**config.mk**
```make
export PLATFORM = sky130hd
export DESIGN_NAME = pipe_stage_reg
export DESIGN_NICKNAME = d
export VERILOG_FILES = /design/src/rtl/pipe_stage_reg.sv
export SDC_FILE = /design/constraint.sdc
export NUM_CORES = 1
export LEC_CHECK = 0
export ABC_AREA = 1
export CAP_MARGIN = 20
export CORE_MARGIN = 3
export CORE_UTILIZATION = 40
export CTS_CLUSTER_DIAMETER = 150
export DETAILED_ROUTE_END_ITERATION = 8
export HOLD_SLACK_MARGIN = 0.05
export PLACE_DENSITY = 0.8
export SLEW_MARGIN = 0
export SYNTH_ARGS = -nofsm -noshare
export SYNTH_HDL_FRONTEND = slang
export SYNTH_SLANG_ARGS = --single-unit
```
**constraint.sdc**
```tcl
create_clock -name clk -period 4.6 [get_ports clk]
set_input_delay 0.46 -clock clk [delete_from_list [all_inputs] [get_ports clk]]
set_output_delay 0.46 -clock clk [all_outputs]
set_load 0.02 [all_outputs]
```
**src/rtl/pipe_stage_reg.sv**
```systemverilog
// Inter-stage pipeline register with stall (hold), flush (bubble), valid bit and saturating T_new decrement.
// Define PIPE_STAGE_PERF_EN to add saturating stall_cnt / flush_cnt event counters.
module pipe_stage_reg #(
    parameter int          DATA_W   = 64,
    parameter int          TNEW_W   = 8,
    parameter int          TNEW_DEC = 1,
    parameter logic [31:0] RESET_PC = 32'h00003000,
    parameter logic [7:0]  NOP_TYPE = 8'h00
) (
    input  logic              clk,
    input  logic              reset,
    input  logic              stall,
    input  logic              flush,
    input  logic              valid_in,
    input  logic [31:0]       pc_in,
    input  logic [DATA_W-1:0] data_in,
    input  logic [4:0]        wr_in,
    input  logic              reg_write_in,
    input  logic [7:0]        instr_type_in,
    input  logic [TNEW_W-1:0] tnew_in,
    output logic              valid_out,
    output logic [31:0]       pc_out,
    output logic [DATA_W-1:0] data_out,
    output logic [4:0]        wr_out,
    output logic              reg_write_out,
    output logic [7:0]        instr_type_out,
    output logic [TNEW_W-1:0] tnew_out
`ifdef PIPE_STAGE_PERF_EN
    ,
    output logic [15:0]       stall_cnt,
    output logic [15:0]       flush_cnt
`endif
);

    localparam logic [TNEW_W-1:0] DEC = TNEW_W'(TNEW_DEC);

    // Compare before subtracting so a young instruction never wraps to a huge T_new.
    logic [TNEW_W-1:0] tnew_next;
    always_comb begin
        tnew_next = '0;
        if (tnew_in > DEC) begin
            tnew_next = tnew_in - DEC;
        end
    end

    always_ff @(posedge clk or posedge reset) begin
        if (reset) begin
            valid_out      <= 1'b0;
            pc_out         <= RESET_PC;
            data_out       <= '0;
            wr_out         <= '0;
            reg_write_out  <= 1'b0;
            instr_type_out <= NOP_TYPE;
            tnew_out       <= '0;
        end else if (flush) begin
            // A bubble keeps the PC of the slot it replaced.
            valid_out      <= 1'b0;
            pc_out         <= pc_in;
            data_out       <= '0;
            wr_out         <= '0;
            reg_write_out  <= 1'b0;
            instr_type_out <= NOP_TYPE;
            tnew_out       <= '0;
        end else if (!stall) begin
            valid_out      <= valid_in;
            pc_out         <= pc_in;
            data_out       <= data_in;
            wr_out         <= wr_in;
            reg_write_out  <= reg_write_in;
            instr_type_out <= instr_type_in;
            tnew_out       <= tnew_next;
        end
    end

`ifdef PIPE_STAGE_PERF_EN
    always_ff @(posedge clk or posedge reset) begin
        if (reset) begin
            stall_cnt <= '0;
            flush_cnt <= '0;
        end else begin
            if (stall && !flush && stall_cnt != 16'hFFFF) begin
                stall_cnt <= stall_cnt + 16'd1;
            end
            if (flush && flush_cnt != 16'hFFFF) begin
                flush_cnt <= flush_cnt + 16'd1;
            end
        end
    end
`endif

endmodule

```
==> results.md <==
* Setup TNS at 0 ns
* Mapped Area at 0.004823 mm2
* Netlist cell types at 21
* Peak VDD IR at 0.0001696 V
* Total net switching power at 733.4 uW
* Post-Synthesis Cells at 545
* Max incr delay on CP at 0.60 ns
* Placement Setup Slack at 2.101 ns
* Layout cell share with drive strength beyond 1 at 6.767%
* Clk slew on worst S/H paths at 0.05 ns
* Synth top area share at 60.70%
* Status: complete, no violations
* Combinational share of power at 15.9%
* Post-cts repair resize count at 0
* Final Hold Fails at 0
* First-pass GRT wire length at 21280 um
* Pwr Density at 373.9 mW/mm2
* Hold Buf Count CTS at 0
* CTS buffer count at 17
* Hold crit path type: input port to async pin
* Post-route antenna net violation count at 0
* Yosys warns at 0
* Top cells by area, synth: dfrtp_1 61%, nand2_1 16%, o21ai_0 7.4%, inv_1 7.2%, o21ai_2 1.8%
* Post-synthesis sequential area ratio at 61.79%
* Worst setup SP type: flip-flop
* Slowest stage cell, crit path: clkdlybuf4s50_1
* Most frequent cell after synthesis: nand2_1
* Boundary pin count at 242
* Final Setup Violations at 0
* Vias in the first global route at 4353
* TritonRoute pass-1 iters at 4
* EDFF count, synth at 0
* Die X at 115.8 um
* Min Tclk post-route at 2.010 ns
* Final wirelength at 13680 um
* PnR worst setup slack at 2.590 ns
* CTS root buffer: clkbuf_16
* Post-synthesis async set-or-reset flop share at 100.0%
* DR WL/cell at 14.53 um
* Initial antenna violation count at 0
* Initial DRC Count at 272
* P_leak at 3.854 nW
* Htree depth at 4
* Worst endpoint required time at 4.14 ns
* Max_cap viols at 0
* Die ar. at 0.01341 mm2
* Util after Layout at 68.63%
* Largest net degree at the start of global routing at 120
* Unrepaired setup endpoints after global routing: false
* Element type at the critical path end: output port
* CP top delay family: buffers and inverters
* Placed inst area at 0.007307 mm2
* Total congestion overflow at 0
* Overall routing resource usage at 20.42%
* # clock sinks at 119
* Synth top cells by count: 203 x nand2_1, 117 x dfrtp_1, 93 x inv_1
* Cell internal pwr at 2.247 mW
* Worst Max-Slew Pin Slew at 1.000 ns
* Switching share of power at 24.61%
* Synth Register Bits at 119
* Ant. Diodes at 0
* TritonCTS clock tree: done
* # DRC at 0
* Slew Viols, Final at 0
* Longest Clk Path Bufs at 2
* Kind of critical path: flip-flop to output port
* Clock Skew at 0 ns
* Syn nets at 670
* Clk_lat worst skew at 0.40 ns
* Syn Area/Cell at 8.850 um2
* Arrival @ worst endpoint at 1.55 ns
* Rows at 39
* Max frequency at 0.4974 GHz
* Die height at 115.8 um
* Share of total power in the clock network at 45.4%
* Power share of the sequential group at 38.7%
* Critical path, cell by cell: clkdlybuf4s50_1
* Final net count at 911
* Core area at 0.01161 mm2
* Area grow syn2layout at 65.24%
* Post-route cell area at 0.007970 mm2
* Main synth FF type: dfrtp_1
* Post-DP HPWL at 9684 um
* Worst relative slew slack at 33.25%
* Yosys top cell by area: dfrtp_1
* Via Count at 4359
* Initial core utilization at 41.53%
* RePlAce Congestion at 0.8915
* Fin crit share at 43.71%
* Vias/cell at 4.632
* CP Buf/Inv Count at 1
* Crit Path Max Fanout at 2
* Setup bufs post-CTS at 0
* Port bufs at 241
==> final timing paths <==
kind                       startpoint      endpoint  slack (ns)  depth (start not counted)
max                        pc_out[13]    pc_out[13]        2.59                          1
min                             reset  data_out[60]        0.31                          2
max reg2reg                pc_out[13]    pc_out[13]        3.86                          2
min reg2reg                pc_out[12]    pc_out[12]        0.47                          2
max in group asynchronous       reset   tnew_out[4]        3.36                          3
min in group clk           pc_out[12]    pc_out[12]        0.47                          2
==> layer usage <==
layer	GRT usage (%)	vias to the layer above	part of all wire, %
met1	25.03	2036	40
li1	-	2115	-
met4	7.889	0	1.6
met3	6.841	19	9.0
met2	33.53	189	49
met5	0	-	0
==> registers in the layout (all words and copies together), names as in the netlist <==
| signal | flops |
|---|---|
| tnew_out | 8 |
| reg_write_out | 1 |
| pc_out | 32 |
| instr_type_out | 8 |
| valid_out | 1 |
| wr_out | 5 |
| data_out | 64 |
==> placed cells by master (no fill, tap or decap) <==
cell type | netlist | final
clkdlybuf4s50_1 | 0 | 241
nand2_1 | 203 | 203
dfrtp_1 | 117 | 117
inv_1 | 93 | 92
o21ai_0 | 71 | 71
clkbuf_16 | 0 | 17
o21ai_2 | 10 | 10
nor2_1 | 9 | 8
nand3_1 | 6 | 6
clkinvlp_4 | 0 | 6
buf_4 | 1 | 4
bufinv_16 | 0 | 3
clkbuf_8 | 0 | 3
nor2_4 | 1 | 2
nand4_1 | 2 | 2
ha_1 | 2 | 2
dfstp_2 | 2 | 2
or2_2 | 0 | 1
inv_4 | 0 | 1
nor2_2 | 1 | 1
xor2_1 | 1 | 1
o21bai_1 | 1 | 1
clkinv_4 | 0 | 1
clkinv_2 | 0 | 1
buf_16 | 0 | 1
buf_12 | 1 | 1
==> cells by family (layout without fill, tap and decap cells) <==
kind of cell | count (synthesis) | count (layout) | share of synthesized area (%)
AO/OA/AOI/OAI | 82 | 82 | 9.338
buffers and inverters | 118 | 371 | 10.30
flip-flops | 119 | 119 | 61.79
adder cells (fa/ha/maj) | 2 | 2 | 0.5187
AND/OR/NAND/NOR | 223 | 223 | 17.87
XOR/XNOR | 1 | 1 | 0.1816
==> through the flow <==
stage | hold slack [ns] | instances | power [mW]
3_5_place_dp | 0.4639 | 908 | 1.643
3_3_place_gp | 0.4574 | 908 | 1.633
5_1_grt | 0.3319 | 941 | 3.098
4_1_cts | 0.3016 | 939 | 3.008
2_1_floorplan | 0.4996 | 545 | 1.364
6_report | 0.3108 | 941 | 2.980
==> final cells by class <==
| type | instances | area, um2 |
|---|---|---|
| fill | 894 | 3643 |
| sequential | 119 | 2980 |
| timing repair buffer | 247 | 2490 |
| multi-input combinational | 308 | 1354 |
| clock buffer | 20 | 466.7 |
| inverter | 93 | 351.6 |
| tap | 143 | 178.9 |
| clock inverter | 11 | 148.9 |
==> power groups by stage <==
stage	logic [mW]	clock network [mW]	registers, mW
6_report	0.474	1.35	1.15
2_1_floorplan	0.112	0	1.25
3_3_place_gp	0.465	0	1.17
4_1_cts	0.475	1.38	1.15
3_5_place_dp	0.473	0	1.17
5_1_grt	0.512	1.42	1.16
(Power assumes the default switching activity.)
